[src/rtl/mips_mem_pkg.sv]
// Shared definitions for the MEM-stage load/store unit: op encodings, FSM states,
// error causes and the request legality helpers.
package mips_mem_pkg;

  localparam logic [3:0] OP_LB  = 4'b0000;
  localparam logic [3:0] OP_LH  = 4'b0001;
  localparam logic [3:0] OP_LW  = 4'b0010;
  localparam logic [3:0] OP_LBU = 4'b0100;
  localparam logic [3:0] OP_LHU = 4'b0101;
  localparam logic [3:0] OP_SB  = 4'b1000;
  localparam logic [3:0] OP_SH  = 4'b1001;
  localparam logic [3:0] OP_SW  = 4'b1010;

  localparam logic [1:0] SIZE_BYTE = 2'b00;
  localparam logic [1:0] SIZE_HALF = 2'b01;
  localparam logic [1:0] SIZE_WORD = 2'b10;

  typedef enum logic [1:0] {
    ST_IDLE,
    ST_RD,
    ST_WR,
    ST_RESP
  } state_t;

  typedef enum logic [1:0] {
    ERR_NONE,
    ERR_ILLEGAL,
    ERR_ALIGN,
    ERR_RANGE
  } err_t;

  function automatic logic op_legal(input logic [3:0] op);
    case (op)
      OP_LB, OP_LH, OP_LW, OP_LBU, OP_LHU, OP_SB, OP_SH, OP_SW: op_legal = 1'b1;
      default:                                                  op_legal = 1'b0;
    endcase
  endfunction

  function automatic logic misaligned(input logic [3:0] op, input logic [1:0] lane);
    case (op[1:0])
      SIZE_HALF: misaligned = lane[0];
      SIZE_WORD: misaligned = (lane != 2'b00);
      default:   misaligned = 1'b0;
    endcase
  endfunction

endpackage

[src/rtl/mem_lane_align.sv]
// Big-endian lane handling: extracts and extends a byte/half for loads and
// splices store data into the read word for SB/SH read-modify-write.
module mem_lane_align
  import mips_mem_pkg::*;
(
  input  logic [2:0]  op,
  input  logic [1:0]  lane,
  input  logic [31:0] word,
  input  logic [15:0] wdata,
  output logic [31:0] load_data,
  output logic [31:0] merged
);

  logic [7:0]  byte_sel;
  logic [15:0] half_sel;

  // NOTE: every always_comb output gets a default first so no path can infer a latch.
  always_comb begin
    byte_sel = word[31:24];
    case (lane)
      2'd0: byte_sel = word[31:24];
      2'd1: byte_sel = word[23:16];
      2'd2: byte_sel = word[15:8];
      2'd3: byte_sel = word[7:0];
      default: byte_sel = word[31:24];
    endcase
    half_sel = lane[1] ? word[15:0] : word[31:16];

    load_data = word;
    case (op[1:0])
      SIZE_BYTE: load_data = op[2] ? {24'd0, byte_sel} : {{24{byte_sel[7]}}, byte_sel};
      SIZE_HALF: load_data = op[2] ? {16'd0, half_sel} : {{16{half_sel[15]}}, half_sel};
      default:   load_data = word;
    endcase
  end

  always_comb begin
    merged = word;
    case (op[1:0])
      SIZE_BYTE: begin
        case (lane)
          2'd0: merged = {wdata[7:0], word[23:0]};
          2'd1: merged = {word[31:24], wdata[7:0], word[15:0]};
          2'd2: merged = {word[31:16], wdata[7:0], word[7:0]};
          2'd3: merged = {word[31:8], wdata[7:0]};
          default: merged = word;
        endcase
      end
      SIZE_HALF: merged = lane[1] ? {word[31:16], wdata} : {wdata, word[15:0]};
      default:   merged = word;
    endcase
  end

endmodule

[src/rtl/mem_access_unit.sv]
// MEM-stage load/store unit in front of a word-only data_memory: one request at a
// time, sub-word loads via lane extraction, sub-word stores via read-modify-write.
module mem_access_unit
  import mips_mem_pkg::*;
#(
  parameter int ADDR_W = 13
) (
  input  logic              clk,
  input  logic              rst_n,
  input  logic              req_valid,
  output logic              req_ready,
  input  logic [3:0]        req_op,
  input  logic [31:0]       req_addr,
  input  logic [31:0]       req_wdata,
  output logic              resp_valid,
  output logic [31:0]       resp_rdata,
  output logic              resp_err,
  output logic [ADDR_W-1:0] mem_address,
  output logic [31:0]       mem_write_data,
  output logic              mem_memread,
  output logic              mem_memwrite,
  input  logic [31:0]       mem_read_data
);

  state_t      state;
  err_t        err_cause;
  logic [3:0]  op_q;
  logic [1:0]  lane_q;
  logic [15:0] wdata_q;
  logic [31:0] load_data;
  logic [31:0] merged;

  assign req_ready = (state == ST_IDLE);

  always_comb begin
    err_cause = ERR_NONE;
    if (!op_legal(req_op))                    err_cause = ERR_ILLEGAL;
    else if (misaligned(req_op, req_addr[1:0])) err_cause = ERR_ALIGN;
    else if (req_addr[31:ADDR_W+2] != '0)       err_cause = ERR_RANGE;
  end

  mem_lane_align u_align (
    .op        (op_q[2:0]),
    .lane      (lane_q),
    .word      (mem_read_data),
    .wdata     (wdata_q),
    .load_data (load_data),
    .merged    (merged)
  );

  // NOTE: sequential state uses non-blocking assignments only, so every register
  // sees pre-edge values and simulation order cannot change the result.
  always_ff @(posedge clk or negedge rst_n) begin
    if (!rst_n) begin
      state          <= ST_IDLE;
      op_q           <= '0;
      lane_q         <= '0;
      wdata_q        <= '0;
      resp_valid     <= 1'b0;
      resp_err       <= 1'b0;
      resp_rdata     <= '0;
      mem_address    <= '0;
      mem_write_data <= '0;
      mem_memread    <= 1'b0;
      mem_memwrite   <= 1'b0;
    end else begin
      unique case (state)
        ST_IDLE: begin
          if (req_valid) begin
            op_q    <= req_op;
            lane_q  <= req_addr[1:0];
            wdata_q <= req_wdata[15:0];
            if (err_cause != ERR_NONE) begin
              state      <= ST_RESP;
              resp_valid <= 1'b1;
              resp_err   <= 1'b1;
              resp_rdata <= '0;
            end else begin
              mem_address <= req_addr[ADDR_W+1:2];
              if (req_op == OP_SW) begin
                state          <= ST_WR;
                mem_memwrite   <= 1'b1;
                mem_write_data <= req_wdata;
              end else begin
                // loads and SB/SH both start with a read of the containing word
                state       <= ST_RD;
                mem_memread <= 1'b1;
              end
            end
          end
        end
        ST_RD: begin
          mem_memread <= 1'b0;
          if (op_q[3]) begin
            state          <= ST_WR;
            mem_memwrite   <= 1'b1;
            mem_write_data <= merged;
          end else begin
            state      <= ST_RESP;
            resp_valid <= 1'b1;
            resp_err   <= 1'b0;
            resp_rdata <= load_data;
          end
        end
        ST_WR: begin
          mem_memwrite <= 1'b0;
          state        <= ST_RESP;
          resp_valid   <= 1'b1;
          resp_err     <= 1'b0;
          resp_rdata   <= '0;
        end
        ST_RESP: begin
          resp_valid <= 1'b0;
          resp_err   <= 1'b0;
          state      <= ST_IDLE;
        end
        default: state <= ST_IDLE;
      endcase
    end
  end

endmodule

[config.mk]
export PLATFORM = sky130hd
export DESIGN_NAME = mem_access_unit
export DESIGN_NICKNAME = d
export VERILOG_FILES = /design/src/rtl/mips_mem_pkg.sv /design/src/rtl/mem_lane_align.sv /design/src/rtl/mem_access_unit.sv
export SDC_FILE = /design/constraint.sdc
export NUM_CORES = 1
export LEC_CHECK = 0
export ABC_AREA = 1
export BUFFER_PORTS_ARGS = -buffer_cell sky130_fd_sc_hd__buf_2
export CAP_MARGIN = 0
export CORE_MARGIN = 2
export CORE_UTILIZATION = 40
export CTS_BUF_LIST = sky130_fd_sc_hd__clkbuf_4
export CTS_CLUSTER_DIAMETER = 50
export DETAILED_ROUTE_END_ITERATION = 8
export GPL_TIMING_DRIVEN = 0
export PLACE_DENSITY_LB_ADDON = 0.1
export SYNTH_ARGS = -nofsm -noshare
export SYNTH_HDL_FRONTEND = slang
export SYNTH_SLANG_ARGS = --single-unit
[constraint.sdc]
create_clock -name clk -period 1.86 [get_ports clk]
set_input_delay 0.186 -clock clk [delete_from_list [all_inputs] [get_ports clk]]
set_output_delay 0.186 -clock clk [all_outputs]
set_load 0.005 [all_outputs]
# Word level (Yosys, flattened, before mapping)
# Memories as Yosys holds them, arrays and structs flattened.
# Cells that the tools add are included.
# Widths: inputs -> output; s select.
[op_classes]
addsub = 0
n_mul = 0
div = 0
order_cmp = 0
eq_ne = 17
n_shift = 0
muxes = 42
bitwise_logic = 1
reduce_logical = 16
[op_table]
columns = ["operator", "count"]
rows = [
  ["$mux 32", 10],
  ["$pmux 32 s2", 3],
  ["$pmux 32 s4", 1],
  ["$pmux 32 s3", 1],
  ["$pmux 8 s4", 1],
  ["$reduce_bool 17->1", 1],
  ["$mux 16", 1],
  ["$mux 1", 13],
  ["$mux 2", 6],
  ["$eq 2x2->1 const B", 5],
  ["$ne 2x2->1 const B", 5],
  ["$reduce_and 5->1", 2],
  ["$eq 2x1->1 const B", 4],
  ["$pmux 2 s4", 1],
  ["$reduce_and 4->1", 2],
  ["$logic_not 2->1", 3],
  ["$pmux 1 s3", 2],
  ["$reduce_and 3->1", 2],
  ["$reduce_bool 2->1", 3],
  ["$eq 4x4->1 const B", 1],
  ["$ne 2x1->1 const B", 2],
  ["$pmux 1 s2", 2],
  ["$pmux 1 s4", 1],
  ["$reduce_bool 3->1", 1],
  ["other kinds (3)", 3],
]
[word_totals]
reg_bits = 105
latch_bits = 0
mem_bits_rw = 0
mem_bits_ro = 16
input_bits = 103
wordCells = 88
memories = 1
[memory_table]
columns = ["name", "depth", "word_bits", "read_ports", "rd_ports_with_merged_regs", "write_ports", "line_no", "source"]
rows = [
  ["(name not given)", 16, 1, 1, 0, 0, "mips_mem_pkg.sv:33", "case (op)"],
]

# Longest topological paths before layout
# Gate-level depths: netlist of the first run.
[depth]
word_depth = 9
ltp_mapped = 13
mapped_depth_nobuf = 12

# Modules after synthesis
# Synthesis of the first run repeated with hierarchy kept, for this count alone.
[unflattened]
hier_cells = 1076
hier_area_um2 = 7226.9
[by_module_without_submodules]
columns = ["module", "n_inst", "cells_per_inst", "area_each_um2", "seq_area_each_um2"]
rows = [
  ["mem_access_unit", 1, 671, 5208.7, 2627.5],
  ["mem_lane_align", 1, 405, 2018.2, 0.0],
]

# Worst setup path before layout of the first run
# Ideal clock, no wire load.
[synth_timing]
path_kind = "flip-flop to flip-flop"
start = "register state[0]"
end = "register mem_write_data[30]"
arrival_time_ns = 1.738
t_required_ns = 1.786
slack_ns = 0.048
path_stages_with_launch = 12
path_buffers = 2
period_less_slack_ns = 1.812
path_cell_list = "dfrtp_1 > inv_1 > ha_1 > buf_2 > nand2_1 > inv_2 > a21oi_1 > nor2_1 > nand2_2 > clkbuf_1 > nand2_1 > o21ai_2"
[synth_via]
elab_chain_cells = 3
elab_cells_between_ends = 9
cone_classes = "eq/ne (5); mux (1); reduce/logical (3)"
[synth_lines]
columns = ["element", "line_no", "source"]
rows = [
  ["start: declaration", "mem_access_unit.sv:25", "state_t state;"],
  ["start signal: assignment", "mem_access_unit.sv:55", "state <= ST_IDLE;"],
  ["start signal: assignment", "mem_access_unit.sv:74", "state <= ST_RESP;"],
  ["start signal: assignment", "mem_access_unit.sv:81", "state <= ST_WR;"],
  ["$logic_not 2->1 *", "n/a", ""],
  ["named net req_ready", "mem_access_unit.sv:11", "output logic req_ready,"],
  ["$ne 2x1->1 (no line), or another cell as far along", "n/a", ""],
  ["$reduce_and 5->1 (no line)", "n/a", ""],
  ["end signal: assignment", "mem_access_unit.sv:83", "mem_write_data <= req_wdata;"],
  ["end signal: assignment", "mem_access_unit.sv:97", "mem_write_data <= merged;"],
  ["end: declaration", "mem_access_unit.sv:19", "output logic [31:0] mem_write_data,"],
]
# The timed path passes the listed nets; every way through them passes the cells marked *.
# A chain may end at the register's enable or synchronous reset.

# Worst setup path in the final report of the first run
[layout_timing]
start = "register lane_q[1]"
end = "register mem_write_data[27]"
[layout_via]
elab_chain_cells = 5
elab_cells_between_ends = 9
cone_classes = "eq/ne (3); mux (5); reduce/logical (1)"
[layout_lines]
columns = ["element", "line_no", "source"]
rows = [
  ["start: declaration", "mem_access_unit.sv:28", "logic [1:0] lane_q;"],
  ["start signal: assignment", "mem_access_unit.sv:71", "lane_q <= req_addr[1:0];"],
  ["$eq 2x2->1, or another cell as far along", "mem_lane_align.sv:41", "case (lane)"],
  ["$pmux 32 s4", "mem_lane_align.sv:41", ""],
  ["$pmux 32 s2 *", "mem_lane_align.sv:39", "case (op[1:0])"],
  ["$mux 32 *", "mem_access_unit.sv:94", "if (op_q[3]) begin"],
  ["$pmux 32 s2 *", "mem_access_unit.sv:67", "unique case (state)"],
]
# Mark *: on every way between the ends. The rest lies on a longest branch, timed or not. The select of a mux whose other input is x is not followed.

==> results.md, run 1 <==
- R2r worst-path depth: 7
- Placed Cells: ~1300
- Crit Path Max Fanout: 10
- Setup violators final: 0
- Reg power frac: 27.8%
- Crit path largest cell delay: 0.50 ns
- Slew @ Worst Pin: 0.688 ns
- Synth Net Count: 1024
- Initial antenna violation count: 2
- Vias in the first global route: 6909
- Flops & latches, synth: approximately 110
- Leakage: ~4.6 nW
- Critical-path top delay cell: dfrtp_2
- Final clock period utilization by the worst path: 97.1%
- Setup crit end: mem_write_data[27]
- Ys Warns: 0
- CTS H-tree lvls: 3
- Met1 capacity usage during global routing: 37.4%
- Final WL: 24.7 mm
- Initial Util: approximately 41%
- Initial drt markers: around 580
- Worst Path Required: 2.27 ns
- # IOs: 185
- Clock sink count: 105
- RSZ-0062 raised after global routing: true
- Synth Cell Area: roughly 0.0064 mm²
- Async SR Flop Fraction: 100%
- Drt drc: 0
- Max_cap viols: 0
- Post-Syn Instances: a little over 900
- CTS buffer count: 9
- Crit path buf inv count: 2
- Finished Layout Cells: 1402
- PwrDens: 1600 mW/mm²
- Slew Limit Fails: 0
- Clock skew: 0.0197 ns
- M2 GR Usage: 48.3%
- Fin crit period: 1.81 ns
- CP cell instances: clkbuf_4 -> nor2_4 -> clkinvlp_4 -> nor3_2 -> o21ai_0 -> nand2_1 -> nand2_1
- Instance count on the critical path: 7
- Peak Freq: 0.554 GHz
- Synth-to-Final Area Change: 35.6%
- Slew headroom: a little over half
- Top cells by area, synth: dfrtp_1 41%, nand2_1 20%, o21ai_0 6.3%, inv_1 5.6%, o21ai_1 5.5%
- Ys flop type: dfrtp_1
- HPWL after detailed placement: 18.0 mm
- PortBufs: around 180
- First-pass GRT wire length: 37.4 mm
- Final Cell Area: 0.00863 mm²
- Dpl cell area: about 0.0076 mm²
- GRT Util Overall: 29.5%
- Seq/Total Area, Yosys: roughly 41%
- Worst hold path class: primary input to flip-flop
- DIE AREA: 0.0169 mm²
- Vias: 7193
- Comb pwr share: 63.4%
- Clk slew on worst S/H paths: 0.16 ns
- Worst vdd ir: 0.791 mV
- Int Power: 0.00692 W
- CTS tree: done
- Largest area contributor in the netlist: dfrtp_1
- Max Root-Sink Buffers: 2
- Worst-Skew Late Latency: 0.50 ns
- Distinct cell type count after synthesis: 35
- Multi-input logic area: 0.00323 mm²
- Sw Share: 50.0%
- Final net count: 1291
- CP Class: flip-flop to flip-flop
- DR pass1 iterations: 6
- Fin Hold WS: 0.0234 ns
- Critical Path AT: 2.22 ns
- Reg-to-reg startpoint: lane_q[1]
- Avg Cell Area, Syn: around 7.0 µm²
- Outcome: completed
- Synth top area share: 41.3%
- Register Area: 0.00263 mm²
- FF-to-FF End: mem_write_data[27]
- Fill cell count: 1583
- Clock network power share: 8.8%
- R2R setup slack: 0.05 ns
- Gr busiest metal: met2
- Die Ht: 130 µm
- Cell repeated most along the worst path: nand2_1
- CP endpoint kind: flip-flop
- Grt ovf: 0
- CORE AREA: approximately 0.016 mm²
- Routed len/inst: 17.6 µm
- Root Driver: clkbuf_4
- Switch Pwr: 0.00692 W
- Via density: 5.13
- CP startpoint kind: flip-flop
- Post-synth EDFFs: 0
- Setup crit start: lane_q[1]
- Proportion of layout cells with a drive suffix above 1: a little over a quarter
- DIE WIDTH: 130 µm
- Largest net degree at the start of global routing: 56
- Final ANT Viol Nets: 0
- Met3 usage: 7.38%
- Row count: 46
- Final GP Congestion: around 0.97
- Critical path's top delay family: simple AND/OR/NAND/NOR gates
- Final hold violations: 0
metrics by stage:
| stage | utilization [%] | setup TNS [ns] | power [W] | setup slack (ns) |
|---|---|---|---|---|
| 2_1_floorplan | - | 0 | 0.00857 | 0.0484 |
| 4_1_cts | 53.6 | 0 | 0.0133 | 0.00997 |
| 5_1_grt | 54.9 | -0.355 | 0.0149 | -0.0317 |
| 6_report | 54.9 | 0 | 0.0138 | 0.0536 |
| 3_3_place_gp | 48.1 | -85.43 | 0.0113 | -0.656 |
| 3_5_place_dp | 48.3 | -17.79 | 0.0114 | -0.433 |
cell usage after synthesis (2+ instances only):
| cell type | instances |
|---|---|
| a21oi_1 | 26 |
| nand3_2 | 2 |
| buf_1 | 2 |
| a31oi_1 | 3 |
| inv_2 | 8 |
| inv_1 | 95 |
| o21ai_1 | 70 |
| ha_1 | 8 |
| o21ai_2 | 4 |
| o22ai_1 | 4 |
| buf_2 | 28 |
| mux2i_1 | 4 |
| a21boi_0 | 4 |
| clkbuf_1 | 17 |
| nor2_1 | 18 |
| nand4_1 | 12 |
| o211ai_1 | 23 |
| nand2_2 | 2 |
| nand3_1 | 46 |
| o21ai_0 | 80 |
| nand2_1 | 331 |
| dfrtp_1 | 105 |
| nor2_4 | 2 |
| nor3_1 | 4 |
| nor2_2 | 2 |
| buf_6 | 4 |
cells by family after synthesis:
family | Yosys count | share of synthesized area [%]
multiplexers | 4 | 0.629
adder cells (fa/ha/maj) | 8 | 1.57
AO/OA/AOI/OAI | 219 | 18.9
buffers and inverters | 154 | 10.1
AND/OR/NAND/NOR | 423 | 27.5
flip-flops | 105 | 41.3
flip-flops by register name, summed over array words and instances (netlist names):
register / count
state: 2
wdata_q: 16
mem_write_data: 32
mem_memread: 1
mem_memwrite: 1
op_q: 4
resp_err: 1
mem_address: 13
resp_valid: 1
resp_rdata: 32
lane_q: 2
power by group through the flow:
stage	combinational [W]	clock, W	sequential [W]
2_1_floorplan	0.00477	0	0.00379
3_3_place_gp	0.00747	0	0.00384
3_5_place_dp	0.00755	0	0.00385
4_1_cts	0.00826	0.00126	0.00381
5_1_grt	0.00968	0.00133	0.00393
6_report	0.00877	0.00122	0.00385
placed cells by master (no fill, tap or decap), types with 2 or more instances in the layout:
cell type        n
a21oi_2          2
clkbuf_4        17
a31oi_1          3
buf_6           12
diode_2          2
nand2_2          7
nor2_4           4
nand3_1         45
o211ai_1        23
clkinv_2         2
o21ai_0         78
inv_1           92
clkinvlp_4       2
inv_2            9
clkbuf_2         8
mux2i_1          4
nor2_1          16
a21oi_1         24
o21ai_2          5
ha_4             2
nand4_1         12
buf_4           22
nor3_2           3
o22ai_1          4
dlygate4sd3_1   49
a21boi_0         4
o21ai_1         71
clkbuf_1         6
nor2_2           2
dfrtp_2          4
nand3_4          4
buf_2          199
ha_1             6
nand2_1        326
dfrtp_1        101
timing repair:
action                     CTS  global route
hold endpoints to repair    98             1
setup endpoints to repair   74            90
hold buffers                49             1
buffers inserted             6            13
cloned                       4             0
gates resized for setup     45            39
pin swaps                    1             7
per-layer routing:
metal | wire, µm | part of all wire, %
met2 | 11600 | 47
met4 | 838 | 3.4
met3 | 2020 | 8.2
met5 | 0 | 0
met1 | 10100 | 41
worst min-delay path by stage:
stage / from / endpoint / cells past startpoint
2_1_floorplan: rst_n / lane_q[0] / 0
3_3_place_gp: req_wdata[12] / wdata_q[12] / 3
3_5_place_dp: rst_n / mem_write_data[21] / 1
4_1_cts: req_wdata[25] / mem_write_data[25] / 5
5_1_grt: req_wdata[25] / mem_write_data[25] / 5
6_report: req_wdata[25] / mem_write_data[25] / 5
tightest hold or removal path, stage by stage:
cell and delay [ns]:
buf_2 0.09, nand2_1 0.04, o21ai_0 0.07, nand2_1 0.06, nand2_1 0.05
area by class of cell:
class | count | share of cell area (%)
multi-input cells | 655 | 37.4
flip-flops and latches | 105 | 30.5
repair buffers | 256 | 18.8
inverters | 103 | 4.61
plain buffers | 50 | 3.91
well taps | 216 | 3.13
clock buffers | 10 | 0.870
clock inverters | 5 | 0.652
diodes | 2 | 0.0580
(Power assumes the default switching activity.)
==> run 2, diff against run 1 <==
Settings changed: MAX_ROUTING_LAYER from default to met4.
Clock period 1.86 ns to 2 ns, I/O delays scaled along.
==> run 2 against run 1 <==
  * First-iteration DRC count is 1.7% lower
  * Final cell count shrank 1.1%
  * Count of clock-buffer cells in the layout is 1 higher
  * Clock power rose by 9.8%
  * Global-route usage is 0.24 points lower
  * Non-clock buffer count is 16 lower
  * Total power decreased by 11%
  * Critical path depth down 1
  * Critical endpoint is now mem_write_data[11]
==> results.md, run 2 (same netlist as run 1, synthesis figures left out) <==
- Routed len/inst: 17.2 µm
- CP cell instances: buf_4 -> ha_1 -> clkbuf_4 -> clkbuf_2 -> o21ai_0 -> o21ai_1
- Vias in the first global route: 6701
- CORE AREA: 0.0157 mm²
- Crit path buf inv count: 3
- Final Cell Area: around 0.0084 mm²
- Dpl cell area: 0.00758 mm²
- CTS buffer count: 9
- Die Ht: 130 µm
- Critical Path AT: 2.38 ns
- CP Class: flip-flop to flip-flop
- Drt drc: 0
- Slew headroom: 58.4%
- Fin Hold WS: 0.0125 ns
- DR pass1 iterations: 5
- Int Power: ~0.006 W
- Fin crit period: 1.96 ns
- Row count: 46
- Slew @ Worst Pin: 0.624 ns
- Initial Util: 40.5%
- Final WL: 23.8 mm
- Pre-CTS setup slack: -0.326 ns
- Slew Limit Fails: 0
- Clock sink count: 105
- Final clock period utilization by the worst path: 98.1%
- Crit Path Max Fanout: 10
- Via density: 5.16
- CTS H-tree lvls: 3
- Sw Share: 50.3%
- Clock network power share: 10.9%
- Clock skew: 0.0153 ns
- Worst Path Required: ~2.4 ns
- Top Layer Used: met4
- DIE WIDTH: 130 µm
- CTS tree: done
- Max_cap viols: 0
- PortBufs: 184
- Final ANT Viol Nets: 0
- Worst-Skew Late Latency: 0.52 ns
- Comb pwr share: approximately 60%
- DR WL met2: between 10 and 15 mm
- GRT Util Overall: 29.3%
- Regs by FF count: mem_write_data x32, resp_rdata x32, wdata_q x16
- HPWL after detailed placement: 18.2 mm
- Outcome: completed
- Initial drt markers: about 570
- Root Driver: clkbuf_4
- Highest-count cells in the layout ignoring fill and taps: 331 x nand2_1, 208 x buf_2, 104 x dfrtp_1
- Final GP Congestion: 0.981
- Initial antenna violation count: 2
- Grt ovf: 0
- DIE AREA: 0.0169 mm²
- CP endpoint kind: flip-flop
- Peak Freq: 0.510 GHz
- Leakage: 4.48 nW
- Largest net degree at the start of global routing: 60
- CP startpoint kind: flip-flop
- Setup violators final: 0
- Clk slew on worst S/H paths: 0.17 ns
- Commonest non-fill, non-tap cell in the layout: nand2_1
- Worst hold path class: primary input to flip-flop
- Total negative setup slack: 0 ns
- Worst vdd ir: 0.614 mV
- Min setup slack post-route: 0.0387 ns
- Crit path largest cell delay: 0.44 ns
- Vias: 7147
- Final hold violations: 0
- PwrDens: between 1000 and 1500 mW/mm²
- Synth-to-Final Area Change: 31.4%
- Proportion of layout cells with a drive suffix above 1: around a quarter
- Critical path's top delay family: buffers and inverters
- Wl on met1: 10.2 mm
- # IOs: 185
- RSZ-0062 raised after global routing: true
- Fill cell count: 1649
- Routed wl met3: 1.76 mm
- Final net count: ~1300
- Reg power frac: 28.8%
- Critical-path top delay cell: dfrtp_1
- Max Root-Sink Buffers: 2
- Switch Pwr: 0.00618 W
- Fin util: between 50% and 60%
- First-pass GRT wire length: 36.1 mm
-- run 2: cell types whose count changed in the layout (fill, tap and decap cells not counted), moves of 5 or more --
cell     delta
buf_6       -8
nand2_1     +5
nand2_2     -5
buf_4      -14
buf_2       +9
-- run 2: worst paths after layout --
kind,start,endpoint,slack (ns),depth (start not counted)
min in group asynchronous,rst_n,mem_write_data[21],0.23,2
worst min register to register,mem_memwrite,mem_memwrite,0.49,2
worst max-delay path,state[0],mem_write_data[11],0.04,6
worst max register to register,state[0],mem_write_data[11],0.04,6
worst min-delay path,req_wdata[25],mem_write_data[25],0.01,5
max in group asynchronous,rst_n,mem_address[7],1.07,3
-- run 2: per-layer routing --
metal	up-vias	track usage [%]
li1	3466	-
met1	3311	37.5
met2	304	45.5
met3	66	4.84
met4	0	13.3
met5	-	-
-- run 2: final cells by class --
cell class | instances | area (µm²) | share of cell area, %
clock buffers | 11 | 82.6 | 0.987
multi-input cells | 654 | 3140 | 37.5
clock inverters | 5 | 88.8 | 1.06
diodes | 2 | 5.00 | 0.0598
repair buffers | 239 | 1480 | 17.7
flip-flops and latches | 105 | 2630 | 31.4
plain buffers | 51 | 289 | 3.46
inverters | 103 | 387 | 4.62
well taps | 216 | 270 | 3.23
-- run 2: through the flow --
step           cells  power (W)
6_report        1386     0.0123
3_3_place_gp    1313     0.0105
3_5_place_dp    1314     0.0106
2_1_floorplan    913    0.00797
4_1_cts         1379     0.0121
5_1_grt         1386     0.0133
-- run 2: what timing repair did --
action                     4_1_cts  5_1_grt
hold buffers                    48        0
pin swaps                        0        2
hold endpoints to repair        94        0
setup endpoints to repair       74       65
setup buffers                    1        5
resized for setup               13       17
cloned                           0        0
-- run 2: power by group through the flow --
| stage | registers, W | logic (W) | clock network, W |
|---|---|---|---|
| after CTS | 0.00353 | 0.00720 | 0.00137 |
| final | 0.00355 | 0.00741 | 0.00134 |
| after detailed placement | 0.00359 | 0.00703 | 0 |
| after global placement | 0.00358 | 0.00696 | 0 |
| after floorplan | 0.00353 | 0.00444 | 0 |
| after global routing | 0.00364 | 0.00824 | 0.00143 |
-- run 2: worst reg2reg max path, delay by kind of cell (launching register included) --
kind / cells / cell delay (ns)
AO/OA/AOI/OAI: 2 / 0.51
adder cells (fa/ha/maj): 1 / 0.26
buffers and inverters: 3 / 0.65
flip-flops: 1 / 0.44
==> run 3, diff against run 2 <==
Settings changed: CELL_PAD_IN_SITES_DETAIL_PLACEMENT from default to 0, CELL_PAD_IN_SITES_GLOBAL_PLACEMENT from default to 1, CORE_UTILIZATION 40 to 38.
==> run 3 against run 2 <==
  * Final area decreased by 0.88%
  * Largest power group unchanged
  * Critical path type unchanged
  * Highest routed layer unchanged
  * Final cell count unchanged
  * Via count decreased by 1.8%
  * Non-clock buffer count decreased by 4
  * Setup slack improved by 0.042 ns
  * Clock power decreased by 13%
==> results.md, run 3 (same netlist as run 1, synthesis figures left out) <==
- Largest net degree at the start of global routing: 66
- HPWL after detailed placement: 18.6 mm
- PortBufs: 184
- Worst hold path class: primary input to flip-flop
- CORE AREA: roughly 0.016 mm²
- Finished Layout Cells: about 1400
- Grt ovf: 0
- Cell repeated most along the worst path: nand2_1
- Worst hold path endpoint: mem_write_data[31]
- Slew @ Worst Pin: 0.583 ns
- CTS tree: done
- Fin crit period: 1.92 ns
- Final WL: around 24 mm
- Initial Util: 38.6%
- First-pass GRT wire length: 36.8 mm
- Max Root-Sink Buffers: 2
- CP endpoint kind: flip-flop
- Die Ht: 133 µm
- Initial antenna violation count: 2
- Drt drc: 0
- CP startpoint kind: flip-flop
- Worst vdd ir: 0.604 mV
- Fin util: 50.3%
- Highest-count cells in the layout ignoring fill and taps: 331 x nand2_1, 208 x buf_2, 104 x dfrtp_1
- Switch Pwr: 0.00619 W
- Setup violators final: 0
- DIE WIDTH: 133 µm
- Final clock period utilization by the worst path: between 90% and 100%
- Sw Share: 50.8%
- Leakage: roughly 4.5 nW
- Outcome: completed
- Fin Hold WS: 0.0137 ns
- Max_cap viols: 0
- FF-to-FF End: mem_write_data[22]
- # IOs: 185
- R2r worst-path depth: 7
- Vias: 7021
- Comb pwr share: around three fifths
- Final ANT Viol Nets: 0
- Clock skew: 0.0149 ns
- Row count: 47
- Reg power frac: 29.0%
- Worst-Skew Late Latency: 0.51 ns
- Crit path largest cell delay: 0.55 ns
- CTS H-tree lvls: 3
- Worst Path Required: 2.41 ns
- Placed Cells: roughly 1300
- Initial drt markers: about 530
- Clock network power share: a little under a tenth
- Regs by FF count: mem_write_data x32, resp_rdata x32, wdata_q x16
- Reg-to-reg startpoint: lane_q[0]
- Vias in the first global route: 6649
- R2R setup slack: around 0.080 ns
- Routed len/inst: 17.3 µm
- Final hold violations: 0
- CP cell instances: nor2_2 -> clkbuf_2 -> inv_1 -> o2111ai_1 -> nand3_1 -> nand2_1 -> nand2_1
- Slew headroom: about 61%
- Synth-to-Final Area Change: 30.3%
- DR pass1 iterations: 7
- Critical Path AT: 2.33 ns
- Via density: between 5 and 6
- Commonest non-fill, non-tap cell in the layout: nand2_1
- Slew Limit Fails: 0
- Crit Path Max Fanout: 10
- RSZ-0062 raised after global routing: true
- Hold_sp: req_wdata[31]
- CTS buffer count: 9
- Final net count: 1270
- Int Power: 0.00600 W
- GRT Util Overall: 27.9%
- Clk slew on worst S/H paths: 0.17 ns
- Critical-path top delay cell: dfrtp_1
- Clock sink count: 105
- DIE AREA: between 0.015 and 0.02 mm²
- Peak Freq: 0.521 GHz
- Final GP Congestion: 0.954
- Proportion of layout cells with a drive suffix above 1: 24.2%
- CP Class: flip-flop to flip-flop
- Total negative setup slack: 0 ns
- Hold Path Cell Cnt: 3
- PwrDens: between 1000 and 1500 mW/mm²
- Overall power consumption: 0.0122 W
- Root Driver: clkbuf_4
[run 3: power by group through the flow]
stage	clock (W)	combinational (W)	sequential, W
after global placement	0	0.00709	0.00357
after floorplan	0	0.00444	0.00353
after global routing	0.00129	0.00833	0.00364
after detailed placement	0	0.00710	0.00358
final	0.00117	0.00749	0.00353
after CTS	0.00120	0.00730	0.00352
[run 3: area by class of cell]
type / instances / area, µm²
plain buffers: 51 / 298
multi-input cells: 654 / 3120
clock inverters: 7 / 76.3
well taps: 220 / 275
fillers: 1747 / 8180
flip-flops and latches: 105 / 2630
inverters: 103 / 387
repair buffers: 235 / 1430
diodes: 2 / 5.00
clock buffers: 9 / 67.6
[run 3: worst max-delay path: cells and delay by family, from the launching register on]
kind / cells / cell delay (ns)
simple gates: 4 / 0.72
buf+inv: 2 / 0.38
compound gates: 1 / 0.18
flops: 1 / 0.55
[run 3: per-stage QoR]
stage,setup slack (ns),area (µm²)
2_1_floorplan,0.188,6360
3_3_place_gp,-0.572,7560
3_5_place_dp,-0.294,7590
4_1_cts,0.00355,8200
5_1_grt,-0.0341,8290
6_report,0.0804,8290
[run 3: per-layer routing]
metal  routed length, µm  track usage [%]  vias to the layer above
met5                   0                -                        -
met2               10900             43.0                      272
met4                 610             9.57                        0
met3                1550             3.39                       33
li1                    -                -                     3446
met1               10900             38.3                     3270
[run 3: worst max path at each step]
stage	start	endpoint	slack [ns]	cells past startpoint
after floorplan	state[0]	mem_write_data[30]	0.19	11
after global placement	rst_n	resp_rdata[12]	-0.57	1
after detailed placement	state[1]	resp_rdata[11]	-0.29	7
after CTS	state[0]	mem_write_data[23]	0.004	12
after global routing	lane_q[0]	mem_write_data[22]	-0.03	7
final	lane_q[0]	mem_write_data[22]	0.08	7
[run 3: what timing repair did]
item,4_1_cts,5_1_grt
buffers inserted,2,6
pin swaps,0,3
hold buffers,42,0
endpoints found under the hold margin,85,0
resized for setup,12,26
endpoints found under the setup margin,74,67
